===== config.mk =====
export PLATFORM = sky130hd
export DESIGN_NAME = seq_divider
export DESIGN_NICKNAME = d
export VERILOG_FILES = /design/src/rtl/div_pkg.sv /design/src/rtl/div_trial_sub.sv /design/src/rtl/seq_divider.sv
export SDC_FILE = /design/constraint.sdc
export NUM_CORES = 1
export LEC_CHECK = 0
export CELL_PAD_IN_SITES_DETAIL_PLACEMENT = 0
export CELL_PAD_IN_SITES_GLOBAL_PLACEMENT = 2
export CORE_ASPECT_RATIO = 1.4
export CORE_UTILIZATION = 34
export CTS_BUF_LIST = sky130_fd_sc_hd__clkbuf_8
export DETAILED_ROUTE_END_ITERATION = 7
export GPL_TIMING_DRIVEN = 0
export PLACE_DENSITY = 0.85
export SYNTH_ARGS = -nofsm -noshare
export SYNTH_HDL_FRONTEND = slang
export SYNTH_SLANG_ARGS = --single-unit

===== constraint.sdc =====
create_clock -name clk_i -period 2.85 [get_ports clk_i]
set_input_delay 0.57 -clock clk_i [delete_from_list [all_inputs] [get_ports clk_i]]
set_output_delay 0.57 -clock clk_i [all_outputs]
set_load 0.01 [all_outputs]

===== src/rtl/div_pkg.sv =====
`default_nettype none
// ============================================================================
//  Module      : div_pkg
//  Description : Shared types and constants for the sequential divider:
//                FSM state encoding, default operand width and the
//                iteration-counter width helper.
//  Revision    : 1.0 - initial release
// ============================================================================
package div_pkg;

    // Operand/result width used when the parent does not override WIDTH
    localparam int DIV_WIDTH_DEFAULT = 8;

    // Divider control states
    typedef enum logic [1:0] {
        IDLE = 2'd0,
        CALC = 2'd1,
        DONE = 2'd2
    } div_state_e;

    // Counter must hold the values 0..WIDTH
    function automatic int div_cnt_width(input int width);
        return $clog2(width + 1);
    endfunction

endpackage : div_pkg
`default_nettype wire


===== src/rtl/div_trial_sub.sv =====
`default_nettype none
// ============================================================================
//  Module      : div_trial_sub
//  Description : (WIDTH+1)-bit combinational trial subtractor for the
//                restoring divider. The difference MSB doubles as the borrow:
//                a set MSB means the partial remainder was smaller than the
//                divisor and must be restored.
//  Revision    : 1.0 - initial release
// ============================================================================
module div_trial_sub
    import div_pkg::*;
#(
    parameter int WIDTH = DIV_WIDTH_DEFAULT
) (
    input  logic [WIDTH:0] minuend_i,
    input  logic [WIDTH:0] subtrahend_i,
    output logic [WIDTH:0] diff_o,
    output logic           borrow_o
);

    assign diff_o   = minuend_i - subtrahend_i;
    assign borrow_o = diff_o[WIDTH];

endmodule : div_trial_sub
`default_nettype wire


===== src/rtl/seq_divider.sv =====
`default_nettype none
// ============================================================================
//  Module      : seq_divider
//  Description : Multi-cycle restoring integer divider, one quotient bit per
//                clock through a single shared trial subtractor.
//                start/busy/done handshake; divide-by-zero and signed
//                overflow are reported as flags held with the results.
//                Optional feature macro: SEQ_DIVIDER_SIGNED_EN
//                  defined   -> two's complement operands, truncating
//                               division, overflow flag on MIN / -1
//                  undefined -> unsigned only, ovf_o tied low
//  Revision    : 1.0 - initial release
// ============================================================================
module seq_divider
    import div_pkg::*;
#(
    parameter int WIDTH = DIV_WIDTH_DEFAULT
) (
    input  logic             clk_i,
    input  logic             rst_i,
    input  logic             start_i,
    input  logic [WIDTH-1:0] dividend_i,
    input  logic [WIDTH-1:0] divisor_i,
    output logic             busy_o,
    output logic             done_o,
    output logic [WIDTH-1:0] quotient_o,
    output logic [WIDTH-1:0] remainder_o,
    output logic             div_by_zero_o,
    output logic             ovf_o
);

    localparam int              CNT_W     = div_cnt_width(WIDTH);
    localparam logic [CNT_W-1:0] LAST_ITER = CNT_W'(WIDTH - 1);

    // ------------------------------------------------------------------
    // State and datapath registers
    // ------------------------------------------------------------------
    div_state_e       state_q, state_d;
    logic [CNT_W-1:0] cnt_q, cnt_d;
    logic [WIDTH:0]   rem_q, rem_d;           // partial remainder R
    logic [WIDTH-1:0] quo_q, quo_d;           // shifting dividend / quotient Q
    logic [WIDTH-1:0] dsr_q, dsr_d;           // latched divisor magnitude
    logic [WIDTH-1:0] quotient_q, quotient_d;
    logic [WIDTH-1:0] remainder_q, remainder_d;
    logic             dbz_q, dbz_d;
    logic             ovf_q, ovf_d;

    // ------------------------------------------------------------------
    // Combinational helpers
    // ------------------------------------------------------------------
    logic             w_accept;
    logic             w_dsr_zero;
    logic             w_last;
    logic [WIDTH:0]   w_shift_rem;
    logic [WIDTH:0]   w_trial;
    logic             w_borrow;
    logic [WIDTH:0]   w_rem_next;
    logic [WIDTH-1:0] w_quo_next;
    logic [WIDTH-1:0] w_dvd_mag;
    logic [WIDTH-1:0] w_dsr_mag;
    logic [WIDTH-1:0] w_quo_final;
    logic [WIDTH-1:0] w_rem_final;
    logic             w_ovf_final;

    assign w_accept   = (state_q == IDLE) && start_i;
    assign w_dsr_zero = (divisor_i == '0);
    assign w_last     = (cnt_q == LAST_ITER);

    // {R,Q} shifted left by one: top dividend bit enters the remainder
    assign w_shift_rem = {rem_q[WIDTH-1:0], quo_q[WIDTH-1]};

    div_trial_sub #(
        .WIDTH (WIDTH)
    ) u_trial_sub (
        .minuend_i    (w_shift_rem),
        .subtrahend_i ({1'b0, dsr_q}),
        .diff_o       (w_trial),
        .borrow_o     (w_borrow)
    );

    // Keep the difference only when it did not go negative
    assign w_rem_next = w_borrow ? w_shift_rem : w_trial;
    assign w_quo_next = {quo_q[WIDTH-2:0], ~w_borrow};

`ifdef SEQ_DIVIDER_SIGNED_EN
    // ------------------------------------------------------------------
    // Signed operation: core divides magnitudes, signs restored at the end
    // ------------------------------------------------------------------
    logic w_dvd_neg;
    logic w_dsr_neg;
    logic w_ovf_acc;
    logic neg_quo_q;
    logic neg_rem_q;
    logic ovf_pend_q;

    assign w_dvd_neg = dividend_i[WIDTH-1];
    assign w_dsr_neg = divisor_i[WIDTH-1];
    // MIN magnitude wraps back to MIN, which is still correct read unsigned
    assign w_dvd_mag = w_dvd_neg ? (-dividend_i) : dividend_i;
    assign w_dsr_mag = w_dsr_neg ? (-divisor_i)  : divisor_i;
    // Most-negative / -1 is the only result that does not fit
    assign w_ovf_acc = (dividend_i == {1'b1, {(WIDTH-1){1'b0}}}) && (&divisor_i);

    // Capture sign fix-up decisions with the operands
    always_ff @(posedge clk_i or posedge rst_i) begin
        if (rst_i) begin
            neg_quo_q  <= 1'b0;
            neg_rem_q  <= 1'b0;
            ovf_pend_q <= 1'b0;
        end else if (w_accept) begin
            neg_quo_q  <= w_dvd_neg ^ w_dsr_neg;
            neg_rem_q  <= w_dvd_neg;
            ovf_pend_q <= w_ovf_acc;
        end
    end

    // Quotient negated on differing signs, remainder follows the dividend
    assign w_quo_final = neg_quo_q ? (-w_quo_next) : w_quo_next;
    assign w_rem_final = neg_rem_q ? (-w_rem_next[WIDTH-1:0]) : w_rem_next[WIDTH-1:0];
    assign w_ovf_final = ovf_pend_q;
`else
    assign w_dvd_mag   = dividend_i;
    assign w_dsr_mag   = divisor_i;
    assign w_quo_final = w_quo_next;
    assign w_rem_final = w_rem_next[WIDTH-1:0];
    assign w_ovf_final = 1'b0;
`endif

    // ------------------------------------------------------------------
    // FSM
    // ------------------------------------------------------------------
    // State register
    always_ff @(posedge clk_i or posedge rst_i) begin
        if (rst_i) begin
            state_q <= IDLE;
        end else begin
            state_q <= state_d;
        end
    end

    // Next-state: zero divisor skips the iteration phase entirely
    always_comb begin
        state_d = state_q;
        case (state_q)
            IDLE: begin
                if (start_i) begin
                    state_d = w_dsr_zero ? DONE : CALC;
                end
            end
            CALC: begin
                if (w_last) begin
                    state_d = DONE;
                end
            end
            DONE: begin
                state_d = IDLE;
            end
            default: begin
                state_d = IDLE;
            end
        endcase
    end

    // ------------------------------------------------------------------
    // Datapath
    // ------------------------------------------------------------------
    // Next values for the iteration registers and held results
    always_comb begin
        cnt_d       = cnt_q;
        rem_d       = rem_q;
        quo_d       = quo_q;
        dsr_d       = dsr_q;
        quotient_d  = quotient_q;
        remainder_d = remainder_q;
        dbz_d       = dbz_q;
        ovf_d       = ovf_q;

        if (w_accept) begin
            cnt_d = '0;
            rem_d = '0;
            quo_d = w_dvd_mag;
            dsr_d = w_dsr_mag;
            dbz_d = 1'b0;
            ovf_d = 1'b0;
            if (w_dsr_zero) begin
                quotient_d  = '1;
                remainder_d = dividend_i;
                dbz_d       = 1'b1;
            end
        end else if (state_q == CALC) begin
            cnt_d = cnt_q + 1'b1;
            rem_d = w_rem_next;
            quo_d = w_quo_next;
            if (w_last) begin
                quotient_d  = w_quo_final;
                remainder_d = w_rem_final;
                ovf_d       = w_ovf_final;
            end
        end
    end

    // Datapath registers; reset clears every visible result
    always_ff @(posedge clk_i or posedge rst_i) begin
        if (rst_i) begin
            cnt_q       <= '0;
            rem_q       <= '0;
            quo_q       <= '0;
            dsr_q       <= '0;
            quotient_q  <= '0;
            remainder_q <= '0;
            dbz_q       <= 1'b0;
            ovf_q       <= 1'b0;
        end else begin
            cnt_q       <= cnt_d;
            rem_q       <= rem_d;
            quo_q       <= quo_d;
            dsr_q       <= dsr_d;
            quotient_q  <= quotient_d;
            remainder_q <= remainder_d;
            dbz_q       <= dbz_d;
            ovf_q       <= ovf_d;
        end
    end

    assign busy_o        = (state_q != IDLE);
    assign done_o        = (state_q == DONE);
    assign quotient_o    = quotient_q;
    assign remainder_o   = remainder_q;
    assign div_by_zero_o = dbz_q;
    assign ovf_o         = ovf_q;

endmodule : seq_divider
`default_nettype wire

# After elaboration in Yosys (flattened, before gate mapping)
# Cells that the tools add are included.
[word_totals]
reg_bits = 48
inputBits = 19
out_inout_bits = 20
word_cells = 50
[op_classes]
add_sub_neg = 2
n_eq_ne = 6
muxes = 23
bitwise_logic = 1
n_reduce_logical = 9
[op_table]
columns = ["cell", "count"]
rows = [
  ["$mux W8", 13],
  ["$sub A9 B8 Y9", 1],
  ["$logic_not A8 Y1", 1],
  ["$mux W4", 2],
  ["$mux W2", 3],
  ["$reduce_bool A2 Y1", 3],
  ["$add A4 B1 Y4 const B", 1],
  ["$eq A4 B3 Y1 const B", 1],
  ["$mux W1", 4],
  ["$ne A2 B2 Y1 const B", 2],
  ["$pmux W2 S2", 1],
  ["$reduce_and A2 Y1", 2],
  ["$reduce_and A3 Y1", 1],
  ["$eq A2 B1 Y1 const B", 1],
  ["$eq A2 B2 Y1 const B", 1],
  ["$logic_not A2 Y1", 1],
  ["$ne A2 B1 Y1 const B", 1],
  ["$logic_and A1 B1 Y1", 1],
  ["$not A1 Y1", 1],
]

# Longest topological paths before layout
# Gate-level depths: netlist of run 1.
[logic_depth]
depth_word = 5
depth_mapped = 10
mapped_depth_nobuf = 9

# Cells and area by module
# Synthesis of run 1 repeated with hierarchy kept, for this count alone.
[unflattened]
hier_cells = 278
hier_area_um2 = 2621.3
[by_module_without_submodules]
columns = ["mod", "instances", "cells_per_inst", "area_per_inst_um2", "seq_area_each_um2"]
rows = [
  ["seq_divider", 1, 218, 2215.9, 1176.1],
  ["div_trial_sub", 1, 60, 405.4, 0.0],
]

# Worst setup path after synthesis of run 1
# Ideal clock, no wire load.
[synth_timing]
kind = "register -> register"
startpoint = "register quo_q[7]"
endpoint = "register remainder_q[5], in the netlist remainder_o[5]"
setup_time_ns = 0.076
arrival_ns = 2.195
required_time_ns = 2.774
slack_ns = 0.579
stages_incl_launch_ff = 11
path_buffers = 1
period_less_slack_ns = 2.271
path_cell_list = "dfrtp_1 inv_1 ha_1 inv_1 fa_1 a211oi_2 o211a_1 o211a_1 buf_6 mux2_4 o21ai_1"
[synth_via]
elab_chain_cells = 5
[synth_lines]
columns = ["element", "line_no", "text"]
rows = [
  ["start, declared", "seq_divider.sv:41", "logic [WIDTH-1:0] quo_q, quo_d;"],
  ["start signal, assigned", "seq_divider.sv:216", "quo_q <= quo_d;"],
  ["$sub A9 B8 Y9", "div_trial_sub.sv:21", "assign diff_o = minuend_i - subtrahend_i;"],
  ["$mux W8", "seq_divider.sv:82", "assign w_rem_next = w_borrow ? w_shift_rem : w_trial;"],
  ["$mux W8", "seq_divider.sv:194", "if (w_last) begin"],
  ["$mux W8", "seq_divider.sv:190", "end else if (state_q == CALC) begin"],
  ["$mux W8", "seq_divider.sv:178", "if (w_accept) begin"],
  ["end signal, assigned", "seq_divider.sv:219", "remainder_q <= remainder_d;"],
  ["end, declared", "seq_divider.sv:44", "logic [WIDTH-1:0] remainder_q, remainder_d;"],
]
# No other way between the ends. The select of a mux whose other input is x is not followed.
# A chain may end at the register's enable or synchronous reset.

# Worst setup path after layout of run 1
[layout_timing]
startpoint = "register quo_q[7]"
endpoint = "register rem_q[3]"
[layout_via]
elab_chain_cells = 4
[layout_lines]
columns = ["element", "line_no", "text"]
rows = [
  ["$sub A9 B8 Y9", "div_trial_sub.sv:21", ""],
  ["$mux W8", "seq_divider.sv:82", ""],
  ["$mux W8", "seq_divider.sv:190", ""],
  ["$mux W8", "seq_divider.sv:178", ""],
  ["end signal, assigned", "seq_divider.sv:215", "rem_q <= rem_d;"],
  ["end, declared", "seq_divider.sv:40", "logic [WIDTH:0] rem_q, rem_d;"],
]
# No other way between the ends. The select of a mux whose other input is x is not followed.

==> impl_metrics.py, run 1 <==
metrics = {
    "pwr": {
        "clkPwrFrac": 0.107,
        "p_leak_nw": 1.41,
        "internal-power_w": 0.00233,
        "comb_power_share": 0.606,
        "p_total_w": 0.00415,
        "seqPwrFrac": 0.288,
        "power_density_nw_per_um2": 1310,
        "vdd_drop_max_uv": 636,
        "p_sw_frac": 0.440,
        "switchingPower_w": 0.00183,
    },
    "synth": {
        "netlist.area_leader.share": 0.459,
        "synth-seq-area-share": 0.459,
        "synth_cell_types": 46,
        "synth_xor_area_frac": 0.0137,
        "synth-compound-area-share": 0.205,
        "syn_nets": 303,
        "synth_seq_cells": 47,
        "synth_top_family_by_area": "compound AO/OA/AOI/OAI gates",
        "syn_area_per_cell_um2": 9.36,
        "synthArstFlopShare": 1.00,
        "synth_top_flop_cell": "dfrtp_1",
        "synth.cell_area_um2": 2560,
        "synth-edff-count": 0,
        "synth_area_leader_cell": "dfrtp_1",
        "synth_common_cells": "nand2_1 (48), dfrtp_1 (47), o21ai_0 (30)",
        "yosys.area_share.simple": 0.177,
        "yosysWarningCount": 0,
        "synthMostInstantiatedCell": "nand2_1",
        "syn_inst": 274,
        "muxShareOfSynthArea": 0.0351,
        "synth.area.top_cells": "dfrtp_1 (46%), nand2_1 (7.0%), o21ai_0 (5.9%)",
        "synthAdderAreaFrac": 0.0517,
    },
    "timing": {
        "period_minus_slack_ns": 2.62,
        "slew_headroom": 0.595,
        "period_share": 0.918,
        "hold_viol": 0,
        "tns_ns": 0,
        "setup_slack_ns": 0.234,
        "rsz0062_at_grt": "no",
        "drv_slew": 0,
        "setup_violations": 0,
        "fmaxAchievable_mhz": 382,
        "worst_pin_slew_ns": 0.608,
        "skew_ns": 0.0102,
    },
    "clock_tree": {
        "cts_buffers": 5,
        "cts.sinks": 47,
        "postCtsSetupBuffers": 0,
        "holdBufCountCts": 0,
        "tritoncts": "built",
        "clk_latency_ns": 0.31,
        "htree_levels": 2,
        "clock-root-buffer": "clkbuf_8",
        "cts_resized": 0,
        "clock_path_buffers": 2,
        "clkTransAtPathRegs_ns": 0.10,
    },
    "finish": {
        "fillCellCount": 772,
        "area_delta_synth_final_pct": 23.8,
        "multi_input_area_um2": 1240,
        "finalInstanceArea_um2": 3180,
        "insertedDiodeCount": 0,
        "seqCellArea_um2": 1180,
        "layout-drive-gt1-share": 0.0813,
        "layout.cells.non_filler": 417,
        "nets": 348,
    },
    "route": {
        "routed_wl_mm": 6.51,
        "drt.antenna.violating_nets": 0,
        "via_per_inst": 5.19,
        "top_layer": "met4",
        "drt-met1-wl_mm": 2.83,
        "drc_errors": 0,
        "vias": 2166,
        "wl_met2_mm": 3.34,
        "drt_iter0_markers": 122,
        "met3_length_um": 178,
        "wl_per_cell_um": 15.6,
        "drt_pass1_iterations": 4,
    },
    "placed_design": {
        "dp_hpwl_mm": 4.98,
        "place_area_um2": 3080,
        "io_buffers": 37,
        "place_inst": 409,
        "dpl_worst_slack_ns": 0.0484,
        "gp_congestion": 0.845,
    },
    "global_routing": {
        "grt.overflow.total": 0,
        "grt_pass1_vias": 2135,
        "grt_first_pass_wirelength_mm": 10.9,
        "grtUsageTotal": 0.183,
        "grt_max_degree": 37,
        "antenna_found_initial": 0,
    },
    "floorplanning": {
        "dieArea_um2": 7900,
        "initial_core_util": 0.351,
        "coreArea_um2": 7310,
        "die_w_um": 75.4,
        "core.rowCount": 37,
        "fp.dieH_um": 105,
        "io_pins": 39,
    },
    "hold_path": {
        "hp-class": "reg -> reg",
    },
    "worst_setup_path": {
        "cp_max_fo": 9,
        "start_kind": "flop",
        "crit_type": "reg -> reg",
        "critPathArrivalTime_ns": 2.77,
        "end_kind": "flop",
        "cp.required_ns": 3.01,
        "r2r_slack_ns": 0.23,
    },
    "status": {
        "status": "complete, no violations",
    },
    "flow_run": {
        "drv_cap": 0,
    },
}
## final cells by class
class / count / area share
multi-input cells: 198 / 0.391
flip-flops and latches: 47 / 0.370
repair buffers: 38 / 0.123
well taps: 97 / 0.0382
plain buffers: 14 / 0.0284
clock buffers: 6 / 0.0260
inverters: 15 / 0.0177
clock inverters: 2 / 0.00512
## power groups by stage
stage | registers (W) | clock network (W) | logic (W)
3_3_place_gp | 0.00120 | 0 | 0.00250
3_5_place_dp | 0.00121 | 0 | 0.00255
6_report | 0.00119 | 0.000442 | 0.00252
4_1_cts | 0.00119 | 0.000449 | 0.00256
2_1_floorplan | 0.00119 | 0 | 0.00182
5_1_grt | 0.00123 | 0.000474 | 0.00284
## sequential cells by signal, summed over array words and instances, names as in the netlist
register / count
quo_q: 8
cnt_q: 4
state_q: 2
dsr_q: 8
rem_q: 8
quotient_o: 8
div_by_zero_o: 1
remainder_o: 8
## per-stage QoR
step / hold WS, ns / util
final: 0.489 / 0.434
after CTS: 0.491 / 0.434
after global routing: 0.521 / 0.434
after detailed placement: 0.467 / 0.421
after floorplan: 0.448 / -
after global placement: 0.460 / 0.418
## worst paths after layout
check / endpoint / from / depth (start not counted)
worst max-delay path: rem_q[3]$_DFFE_PP0P_ / quo_q[7]$_DFFE_PP0P_ / 10
worst min-delay path: div_by_zero_o$_DFFE_PP0P_ / div_by_zero_o$_DFFE_PP0P_ / 2
worst max register to register: rem_q[3]$_DFFE_PP0P_ / quo_q[7]$_DFFE_PP0P_ / 10
worst min register to register: div_by_zero_o$_DFFE_PP0P_ / div_by_zero_o$_DFFE_PP0P_ / 2
max in group asynchronous: quotient_o[0]$_DFFE_PP0P_ / rst_i / 3
min in group asynchronous: div_by_zero_o$_DFFE_PP0P_ / rst_i / 2
## critical path: stages, from the launching register on
cell,delay [ns]
dfrtp_1,0.38
inv_1,0.11
ha_1,0.18
inv_1,0.05
fa_1,0.41
a211oi_2,0.31
o211a_1,0.24
o211a_1,0.17
buf_6,0.16
mux2i_1,0.34
a21oi_1,0.12
## kinds of logic after synthesis
group / after synthesis
and+or+nand+nor: 94
AOI/OAI and AO/OA: 81
DFF: 47
buffers and inverters: 29
adders and majority gates: 10
muxes: 8
xor gates and xnor gates: 4
other: 1
## cell usage in the layout (no fill, tap or decap), types with 8 or more instances in the layout
master / instances
clkdlybuf4s50_1: 37
a21oi_1: 11
nor2_1: 9
clkbuf_1: 8
ha_1: 9
nand2_1: 48
nand3_1: 15
dfrtp_1: 47
inv_1: 14
a22oi_1: 14
o21ai_0: 30
## per-layer routing
metal	GRT usage	vias up
li1	-	1058
met2	0.309	32
met5	0	-
met4	0.0688	0
met1	0.231	1065
met3	0.0241	11
(Power assumes the default switching activity.)
==> run 2: changes to the inputs <==
--- a/config.mk
+++ b/config.mk
@@ -10,6 +10,7 @@
 export CORE_ASPECT_RATIO = 1.4
 export CORE_UTILIZATION = 34
 export CTS_BUF_LIST = sky130_fd_sc_hd__clkbuf_8
+export CTS_CLUSTER_DIAMETER = 120
 export DETAILED_ROUTE_END_ITERATION = 7
 export GPL_TIMING_DRIVEN = 0
 export PLACE_DENSITY = 0.85
==> results of run 2 <==
The final DEF is identical to that of run 1; final timing and power are the same.
